## src/rtl/dmem_arbiter_pkg.sv

```systemverilog
// Shared constants for the data-memory arbiter: master indices and the
// default burst limit.
package dmem_arbiter_pkg;

    // Master indices as stored in the "last granted" register
    localparam logic M_CPU = 1'b0;
    localparam logic M_PM  = 1'b1;

    // Default number of back-to-back grants to one master under contention
    localparam int MAX_BURST_DEFAULT = 4;

    // A zero byte-write mask marks a read access
    function automatic logic is_read(input logic [3:0] we);
        return (we == 4'h0);
    endfunction

endpackage

```

## src/rtl/dmem_arbiter.sv

```systemverilog
// Two-master data-memory arbiter. Master 0 is the CPU load/store path and
// master 1 is the pattern-matching peripheral. Grant is combinational from
// the requests and the registered (last, cnt) state. Read data returns one
// cycle after the grant through per-master response registers.
module dmem_arbiter
    import dmem_arbiter_pkg::*;
#(
    parameter int MAX_BURST = MAX_BURST_DEFAULT
) (
    input  logic        clk,
    input  logic        reset,

    input  logic        m0_req,
    input  logic [31:0] m0_addr,
    input  logic [31:0] m0_wdata,
    input  logic [3:0]  m0_we,
    output logic        m0_gnt,
    output logic [31:0] m0_rdata,
    output logic        m0_rvalid,

    input  logic        m1_req,
    input  logic [31:0] m1_addr,
    input  logic [31:0] m1_wdata,
    input  logic [3:0]  m1_we,
    output logic        m1_gnt,
    output logic [31:0] m1_rdata,
    output logic        m1_rvalid,

    output logic [31:0] daddr,
    output logic [31:0] dwdata,
    output logic [3:0]  dwe,
    input  logic [31:0] drdata
);

    localparam logic [3:0] BURST_LIM = 4'(MAX_BURST);

    logic        last_r;
    logic [3:0]  cnt_r;
    logic        gnt0_s;
    logic        gnt1_s;
    logic        rvalid0_r;
    logic        rvalid1_r;
    logic [31:0] rdata0_r;
    logic [31:0] rdata1_r;

    // Grant selection: single requester wins; on a tie the last master keeps
    // the port until its burst budget is spent, then the other takes over.
    always_comb begin
        gnt0_s = 1'b0;
        gnt1_s = 1'b0;
        if (reset) begin
            gnt0_s = 1'b0;
            gnt1_s = 1'b0;
        end else if (m0_req && m1_req) begin
            if (cnt_r < BURST_LIM) begin
                gnt0_s = (last_r == M_CPU);
                gnt1_s = (last_r == M_PM);
            end else begin
                gnt0_s = (last_r != M_CPU);
                gnt1_s = (last_r != M_PM);
            end
        end else if (m0_req) begin
            gnt0_s = 1'b1;
        end else if (m1_req) begin
            gnt1_s = 1'b1;
        end else begin
            gnt0_s = 1'b0;
            gnt1_s = 1'b0;
        end
    end

    // Memory-side mux; with no grant everything is forced to zero so no
    // stray write can reach the memory.
    always_comb begin
        daddr  = 32'h0000_0000;
        dwdata = 32'h0000_0000;
        dwe    = 4'h0;
        case ({gnt1_s, gnt0_s})
            2'b01: begin
                daddr  = m0_addr;
                dwdata = m0_wdata;
                dwe    = m0_we;
            end
            2'b10: begin
                daddr  = m1_addr;
                dwdata = m1_wdata;
                dwe    = m1_we;
            end
            default: begin
                daddr  = 32'h0000_0000;
                dwdata = 32'h0000_0000;
                dwe    = 4'h0;
            end
        endcase
    end

    // Arbitration state: count consecutive grants to the last master; an
    // idle cycle restarts the count so the next tie begins a fresh burst.
    always_ff @(posedge clk) begin
        if (reset) begin
            last_r <= M_CPU;
            cnt_r  <= 4'd0;
        end else if (gnt0_s || gnt1_s) begin
            if (gnt1_s == last_r) begin
                if (cnt_r < BURST_LIM) begin
                    cnt_r <= cnt_r + 4'd1;
                end else begin
                    cnt_r <= cnt_r;
                end
            end else begin
                last_r <= gnt1_s;
                cnt_r  <= 4'd1;
            end
        end else begin
            cnt_r <= 4'd0;
        end
    end

    // Read response registers: capture memory data on a granted read and
    // pulse rvalid for one cycle; rdata holds until that master's next read.
    always_ff @(posedge clk) begin
        if (reset) begin
            rvalid0_r <= 1'b0;
            rvalid1_r <= 1'b0;
            rdata0_r  <= 32'h0000_0000;
            rdata1_r  <= 32'h0000_0000;
        end else begin
            rvalid0_r <= gnt0_s && is_read(m0_we);
            rvalid1_r <= gnt1_s && is_read(m1_we);
            if (gnt0_s && is_read(m0_we)) begin
                rdata0_r <= drdata;
            end else begin
                rdata0_r <= rdata0_r;
            end
            if (gnt1_s && is_read(m1_we)) begin
                rdata1_r <= drdata;
            end else begin
                rdata1_r <= rdata1_r;
            end
        end
    end

    assign m0_gnt    = gnt0_s;
    assign m1_gnt    = gnt1_s;
    assign m0_rvalid = rvalid0_r;
    assign m1_rvalid = rvalid1_r;
    assign m0_rdata  = rdata0_r;
    assign m1_rdata  = rdata1_r;

endmodule

```

## config.mk

```make
export PLATFORM = sky130hd
export DESIGN_NAME = dmem_arbiter
export DESIGN_NICKNAME = d
export VERILOG_FILES = /design/src/rtl/dmem_arbiter_pkg.sv /design/src/rtl/dmem_arbiter.sv
export SDC_FILE = /design/constraint.sdc
export NUM_CORES = 1
export LEC_CHECK = 0
export BUFFER_PORTS_ARGS = -buffer_cell sky130_fd_sc_hd__buf_4
export CELL_PAD_IN_SITES_DETAIL_PLACEMENT = 1
export CELL_PAD_IN_SITES_GLOBAL_PLACEMENT = 2
export CORE_MARGIN = 10
export CORE_UTILIZATION = 23
export CTS_CLUSTER_SIZE = 12
export DETAILED_ROUTE_END_ITERATION = 8
export HOLD_SLACK_MARGIN = 0.1
export PLACE_DENSITY = 0.88
export SLEW_MARGIN = 20
export SYNTH_ARGS = -nofsm -noshare
export SYNTH_HDL_FRONTEND = slang
export SYNTH_SLANG_ARGS = --single-unit
```

## constraint.sdc

```tcl
create_clock -name clk -period 6.5 [get_ports clk]
set_clock_uncertainty 0.2 [all_clocks]
set_input_delay 0.325 -clock clk [delete_from_list [all_inputs] [get_ports clk]]
set_output_delay 0.325 -clock clk [all_outputs]
set_load 0.05 [all_outputs]
```

==> results of run 1 <==
-- worst reg2reg max path, cell delays in order (launching register included) --
cell and delay (ns):
sky130_fd_sc_hd__dfxtp_1 0.35, sky130_fd_sc_hd__or4b_2 0.67, sky130_fd_sc_hd__o211a_1 0.19, sky130_fd_sc_hd__nand2_2 0.64, sky130_fd_sc_hd__mux2_2 0.46
-- power by group --
| group | internal, mW | total, mW | switching (mW) |
|---|---|---|---|
| Clock | 0.307 | 0.489 | 0.181 |
| Combinational | 0.143 | 0.306 | 0.163 |
| Sequential | 0.441 | 0.444 | 0.00362 |
| Total | 0.891 | 1.24 | 0.348 |
-- worst max path at each step --
| stage | startpoint | to | cells after the start |
|---|---|---|---|
| after floorplan | last_r | dwdata[26] | 8 |
| after global placement | reset | dwe[0] | 9 |
| after detailed placement | reset | dwe[1] | 9 |
| after CTS | last_r | dwe[1] | 7 |
| after global routing | last_r | dwe[1] | 7 |
| final | last_r | dwe[1] | 7 |
-- layout make-up --
class / instances / area, µm² / area share (%)
Timing Repair Buffer: 342 / 2650 / 37.3
Multi-Input combinational cell: 300 / 2410 / 34.0
Inverter: 6 / 22.5 / 0.317
Antenna cell: 3 / 7.51 / 0.106
Tap cell: 225 / 282 / 3.97
Clock buffer: 11 / 243 / 3.42
Clock inverter: 5 / 57.6 / 0.811
Sequential cell: 71 / 1420 / 20.0
-- synthesized netlist by cell type, types with 4 or more instances --
library cell               count
sky130_fd_sc_hd__a21oi_1       4
sky130_fd_sc_hd__a22oi_1      68
sky130_fd_sc_hd__buf_6         6
sky130_fd_sc_hd__clkbuf_1     27
sky130_fd_sc_hd__dfxtp_1      71
sky130_fd_sc_hd__ha_1          4
sky130_fd_sc_hd__inv_1         6
sky130_fd_sc_hd__mux2_2       35
sky130_fd_sc_hd__mux2_4       29
sky130_fd_sc_hd__nand3_1       4
sky130_fd_sc_hd__nor2_1        6
sky130_fd_sc_hd__nor2b_1     133
-- flip-flops by register name, indices dropped and copies added, names as in the netlist --
name	cells
cnt_r	4
last_r	1
m0_rdata	32
m0_rvalid	1
m1_rdata	32
m1_rvalid	1
-- cells by family after synthesis --
family	Yosys count	synth area share, %
compound gates	75	13.9
xor+xnor	1	0.217
fa+ha+maj	4	1.24
buf+inv	42	5.03
flops	71	35.2
mux	65	20.8
simple gates	155	23.5
-- metal layers --
metal | vias up | wire length, µm
met5 | - | 0
met4 | 0 | 314
met3 | 18 | 2280
met2 | 198 | 10100
met1 | 2112 | 7410
li1 | 2079 | -
-- through the flow --
stage / std cells / hold slack, ns / cell area [µm²] / util, %
2_1_floorplan: 413 / 0.240 / 4030 / -
3_3_place_gp: 912 / 0.251 / 6470 / 37.5
3_5_place_dp: 912 / 0.268 / 6470 / 37.5
4_1_cts: 960 / 0.116 / 7090 / 41.1
5_1_grt: 963 / 0.154 / 7090 / 41.2
6_report: 963 / 0.115 / 7090 / 41.2
-- what timing repair did --
action / in CTS / in global routing
hold buffers: 32 / 0
setup buffers: 0 / 0
hold endpoints to repair: 64 / 0
==> results.md, run 1 <==
- After global routing the overflow that remains totals 0.
- STA puts the critical path data required time at 5.97 ns.
- The fraction of synthesis flops using an asynchronous set or reset pin is 0%.
- Cells with a size suffix above 1 make up 53.9% of the layout.
- The vertical extent of the die is 152 µm.
- The worst setup path is captured at an output pin.
- For this run, the leading register cell type out of synthesis is sky130_fd_sc_hd__dfxtp_1.
- The overall via count from detail_route is 4407.
- The final-report max-slew violation count is 0.
- The endpoint of the worst-slack reg-to-reg timing path is m1_rdata[2].
- The met2 usage in global routing is 28.4%.
- Clock tree synthesis inserted a total of 9 buffers.
- The leakage dissipation is 3.38 nW.
- The clock drives 71 sinks.
- The routing layer with the top usage in global route is met2.
- The sequential area share after synthesis is 35.2%.
- The highest ir drop seen on vdd is 0.115 mV.
- The I/O pin count is 308.
- Power spread over the standard cell area amounts to 175 nW/µm².
- The average wire per standard cell is 20.9 µm.
- Synthesis instantiated 27 different standard cells from the library.
- The final-report hold violation count is 0.
- The worst hold path passes through 3 cells.
- The final cycle utilization of the critical path is 55.5%.
- The synthesized design spends more area on one cell type than any other, namely sky130_fd_sc_hd__dfxtp_1.
- Global routing consumed, on the met1 layer, 16.4% of the routing resources.
- The mean instance size in the synthesized netlist is 9.76 µm².
- The H-tree depth reported by CTS is 3.
- Routability-driven placement finished with a final weighted congestion of 0.898.
- The largest net degree at the start of global routing is 69.
- After technology mapping, the gate count stands at 413.
- The buffer cell driving the clock tree root is sky130_fd_sc_hd__clkbuf_16.
- Leaving out fill and tap cells, the most frequent cells in the layout are sky130_fd_sc_hd__buf_4, sky130_fd_sc_hd__nor2b_1, sky130_fd_sc_hd__dfxtp_1, sky130_fd_sc_hd__a22oi_1, sky130_fd_sc_hd__mux2_2.
- Counting both buffers and inverters, the worst setup path holds a total of 2.
- Setup violations remaining at the end of the flow were counted as 0.
- After detailed routing, the number of vias per cell comes to 4.58.
- Yosys printed 0 warnings.
- Headroom to the max-slew limit came out at 41.4%.
- Max-cap violations in this run came to 0.
- At the placement stage, the worst setup path has a slack of 3.12 ns.
- The initialized floorplan defines 48 standard-cell rows.
- The final worst-path setup slack is 2.89 ns.
- At the worst endpoint, the arrival time is 3.09 ns.
- The total negative slack is 0 ns.
- The CTS tree is built.
- Traced cell by cell, the critical path runs through or3_1 -> a311oi_2 -> ha_2 -> buf_4 -> a22oi_1 -> nor2b_1 -> buf_4.
- The net count reported at finish is 906.
- The worst hold path begins at m1_req.
- The floorplan die area is 23200 µm².
- The initial core utilization is 23.4%.
- The maximum clock frequency is 277 MHz.
- The worst register-to-register path begins at cnt_r[3].
- The initial antenna violation count is 3.
- The count of fill cells added during filler insertion is 1950.
- The post-layout minimum cycle time is 3.61 ns.
- The remaining routing DRC violations is 0.
- On the worst path, the slowest cell contributes a delay of 0.57 ns.
- The first-pass GRT wire length is 30.4 mm.
- Power comes to 1.24 mW.
- The critical-path cell with the highest stage delay is sky130_fd_sc_hd__buf_4.
- The die boundary width is 152 µm.
- The kind of launch point of the worst setup path is a flop.
- In this run the worst hold path is classified as in2reg.
- The fraction of post-synthesis cell area in the top cell type by area is 35.2%.
- The number of synthesized register bits is 71.
- The later pin in the worst-skew pair is clocked with a latency of 0.32 ns.
- In this run the remaining antenna-violating nets after routing total 0.
- The number of enable-type register cells in the synthesized netlist is 0.
- The number of iterations in the first detailed-routing pass is 4.
- The number of cells on the worst reg-to-reg path is 4.
- The setup check on the worst reg-to-reg path leaves a slack of 3.87 ns.
- The library cell used most frequently in the layout, excluding fill and tap cells, is sky130_fd_sc_hd__buf_4.
- The critical path is of the reg2out type.
- Setup repair after global routing left no endpoint under its margin.
- At the pin with the least slew margin, the transition time is 0.875 ns.
- The net count of the mapped netlist is 589.
- From synthesis to final layout, the design area changed by 75.9%.
- In this run, post-CTS repair resized a total of 0 instances.
- In this run the tool buffered the top-level ports with 307 buffer cells.
- In this design, the largest share of critical-path delay is due to buffers and inverters.
- The detailed router finished its first iteration with 109 violations.
- Global routing consumed, on the met3 layer, 8.41% of the routing resources.
- The capture endpoint of the worst hold path is last_r.
- Yosys attributes the largest share of cell area to sky130_fd_sc_hd__dfxtp_1, sky130_fd_sc_hd__nor2b_1, sky130_fd_sc_hd__a22oi_1, sky130_fd_sc_hd__mux2_4, sky130_fd_sc_hd__mux2_2.
- The cell with the most instances on the worst path is sky130_fd_sc_hd__buf_4.
- The sum of net half-perimeters after detailed placement is 15.6 mm.
- The mapped netlist covers 4030 µm².
- The final layout contains routed wiring with a total length of 20.1 mm.
- The core region is 17200 µm².
- The largest fanout on the critical path is 68.
- The clock input transition at the sequential cells of the worst setup and hold paths is 0.05 ns.
- The number of global-route vias before repair is 5029.
- The flow ran to the end, and the final reports show no timing, DRC or antenna violations.
- The largest buffer count on any clock path is 2.
- The total routing usage reported by global routing is 16.2%.
No activity file was read; power rests on OpenSTA's default activity.
==> run 2: changes to the inputs <==
- CORE_UTILIZATION: 23 -> 21
- PLACE_DENSITY: 0.88 -> 0.81
- clock period: 6.5 -> 3.8 ns (I/O delays scaled with it)
==> run 2 against run 1 <==
- core utilization decreased by 2.5 points
- clock power increased by 100%
- power increased by 84%
- wire length increased by 0.69%
- final cell count increased by 1.5%
- sequential cell count unchanged
==> results.md, run 2 (synthesis results as in run 1) <==
- The CTS tree is built (unchanged).
- The worst setup slack for register-to-register paths is 0.60 ns (was 3.87 ns).
- Run status: complete, no violations (unchanged).
- The cell with the most instances on the worst path is sky130_fd_sc_hd__buf_4 (unchanged).
- The total of endpoints with negative setup slack in the final report is 0 (unchanged).
- The leakage dissipation is 3.44 nW (was 3.38 nW).
- The delay contributed by the slowest stage of the critical path came to 0.43 ns (was 0.57 ns).
- The synthesis-to-layout area growth is 79.7% (was 75.9%).
- The largest net degree at the start of global routing is 69 (unchanged).
- The number of violations of the max-capacitance limit was 0 (unchanged).
- The routed design could run at a clock period as short as 3.29 ns.
- The class of the tightest hold or removal check was in2reg (unchanged).
- The buffer cell driving the clock tree root is sky130_fd_sc_hd__clkbuf_16 (unchanged).
- The leftover overflow at the end of global routing is 0 (unchanged).
- The number of global-route vias before repair is 5060 (was 5029).
- The H-tree depth reported by CTS came to 3 (unchanged).
- The most common library cell in the layout ignoring fill and taps is sky130_fd_sc_hd__buf_4 (unchanged).
- The routed wire length is 20.2 mm (was 20.1 mm).
- The sum of net half-perimeters after detailed placement is 16.3 mm (was 15.6 mm).
- The worst path required time was 3.41 ns (was 5.97 ns).
- The ratio of routed vias to standard cells is 4.47 (was 4.58).
- The layout cell share with drive strength beyond 1 is 54.0% (was 53.9%).
- The pre-CTS setup slack is 0.830 ns (was 3.12 ns).
- Critical Path, Cell by Cell: or3_1 -> a311oi_4 -> inv_1 -> ha_1 -> buf_4 -> nor2b_1 -> buf_4 (was or3_1 -> a311oi_2 -> ha_2 -> buf_4 -> a22oi_1 -> nor2b_1 -> buf_4).
- The post-cts resize count was 0 (unchanged).
- The count of antenna-violating nets left after detailed routing is 0 (unchanged).
- The average wire per standard cell is 20.7 µm (was 20.9 µm).
- The count of input and output buffers is 307 (unchanged).
- The setup fix buffers added after clock tree synthesis was 0 (unchanged).
- The die boundary width is 159 µm (was 152 µm).
- The highest ir drop seen on vdd was 0.140 mV (was 0.115 mV).
- The final worst-path setup slack is 0.513 ns (was 2.89 ns).
- The clock input transition at the sequential cells of the worst setup and hold paths is 0.06 ns (was 0.05 ns).
- The standard-cell row count was 50 (was 48).
- The power density normalized to cell area was 315 nW/µm² (was 175 nW/µm²).
- The total routing usage reported by global routing is 15.3% (was 16.2%).
- The first-pass GRT wire length is 29.6 mm (was 30.4 mm).
- The number of buffers created by CTS is 9 (unchanged).
- RSZ-0062 raised after global routing: false (unchanged).
- The data arrival time at the worst-slack endpoint is 2.90 ns (was 3.09 ns).
- The kind of launch point of the worst setup path was a flop (unchanged).
- The initial antenna violation count is 2 (was 3).
- The core area came to 18800 µm² (was 17200 µm²).
- Static timing analysis puts the maximum clock frequency at 304 MHz.
- The critical-path cell with the highest stage delay is sky130_fd_sc_hd__a311oi_4 (was sky130_fd_sc_hd__buf_4).
- The largest fanout on the critical path is 68 (unchanged).
- The initial core utilization was 21.5% (was 23.4%).
- The cell count after placement is 924 (was 912).
- The final-report max-slew violation count was 0 (unchanged).
- The largest buffer count on any clock path is 2 (unchanged).
- The overall power after layout is 2.28 mW (was 1.24 mW).
- The final-report hold violation count came to 0 (unchanged).
- The final weighted congestion in routability-driven placement is 0.816 (was 0.898).
- The utilization of the core after routing is 38.6% (was 41.2%).
- Highest-count cells in the layout ignoring fill and taps: sky130_fd_sc_hd__buf_4, sky130_fd_sc_hd__nor2b_1, sky130_fd_sc_hd__dfxtp_1, sky130_fd_sc_hd__a22oi_1 (was sky130_fd_sc_hd__buf_4, sky130_fd_sc_hd__nor2b_1, sky130_fd_sc_hd__dfxtp_1, sky130_fd_sc_hd__a22oi_1, sky130_fd_sc_hd__mux2_2).
- The critical path endpoint category is an output pin (unchanged).
- The worst slew slack as a fraction of its limit is 40.7% (was 41.4%).
- The DRC violation total after the first TritonRoute iteration is 90 (was 109).
- The actual slew at the worst max-slew pin is 0.887 ns (was 0.875 ns).
- The overall via count from detail_route is 4365 (was 4407).
- The net count reported at finish is 912 (was 906).
- The I/O pin count is 308 (unchanged).
- The clock sink total is 71 (unchanged).
- The final instance count without filler cells is 977 (was 963).
- The class of the most critical setup path is reg2out (unchanged).
- The later-pin clock latency in the skew report came to 0.33 ns (was 0.32 ns).
- The worst path uses 86.5% of the clock period.
- The remaining routing DRC violations is 0 (unchanged).
- The number of iterations in the first detailed-routing pass is 4 (unchanged).
- The vertical extent of the die is 159 µm (was 152 µm).
- The total negative slack is 0 ns (unchanged).
- The floorplan die area is 25100 µm² (was 23200 µm²).
## run 2: cell types whose count changed in the layout (fill, tap and decap cells not counted)
cell,before,now
sky130_fd_sc_hd__dlygate4sd3_1,32,35
sky130_fd_sc_hd__buf_12,0,2
sky130_fd_sc_hd__bufinv_16,1,3
sky130_fd_sc_hd__a311oi_2,1,0
sky130_fd_sc_hd__a311oi_4,0,1
sky130_fd_sc_hd__buf_4,310,311
sky130_fd_sc_hd__clkbuf_1,1,0
sky130_fd_sc_hd__clkbuf_8,1,2
sky130_fd_sc_hd__clkinv_2,2,1
sky130_fd_sc_hd__clkinv_4,2,1
sky130_fd_sc_hd__diode_2,3,2
## run 2: final cells by class
| type | count | area, µm² |
|---|---|---|
| Timing Repair Buffer | 348 | 2730 |
| Antenna cell | 2 | 5.00 |
| Clock inverter | 5 | 104 |
| Sequential cell | 71 | 1420 |
| Clock buffer | 11 | 253 |
| Tap cell | 234 | 293 |
| Inverter | 6 | 22.5 |
| Fill cell | 2164 | 11500 |
| Multi-Input combinational cell | 300 | 2420 |
## run 2: final timing paths
check / startpoint / end / cells past startpoint
setup / recovery: last_r / dwe[2] / 7
setup reg to reg: last_r / last_r / 8
hold reg to reg: cnt_r[1] / cnt_r[1] / 2
hold / removal: m0_req / cnt_r[0] / 4
## run 2: worst max-delay path, delay by kind of cell, from the launching register on
kind,cells,cell delay (ns)
adder cells (fa/ha/maj),1,0.30
buffers and inverters,3,0.77
AND/OR/NAND/NOR,2,0.65
AO/OA/AOI/OAI,1,0.43
flip-flops,1,0.36
## run 2: metrics by stage
step	hold WS, ns	area [µm²]
floorplan	0.133	4040
global placement	0.227	6540
detailed placement	0.230	6540
CTS	0.102	7240
global route	0.153	7250
finish	0.110	7250
## run 2: power breakdown
| group | internal [mW] | switching (mW) |
|---|---|---|
| logic | 0.253 | 0.283 |
| clock network | 0.677 | 0.313 |
| registers | 0.754 | 0.00592 |
| total | 1.68 | 0.601 |
## run 2: layer usage
layer  up-vias  part of all wire [%]  track usage (%)
li1       2086                     -                -
met1      2059                    35             14.6
met2       204                    52             28.2
met3        16                    12             7.31
met4         0                   1.3             4.68
met5         -                     0                0
## run 2: repair_timing
action | 4_1_cts | 5_1_grt
hold buffers | 35 | 0
endpoints found under the setup margin | 0 | 0
hold endpoints to repair | 65 | 0
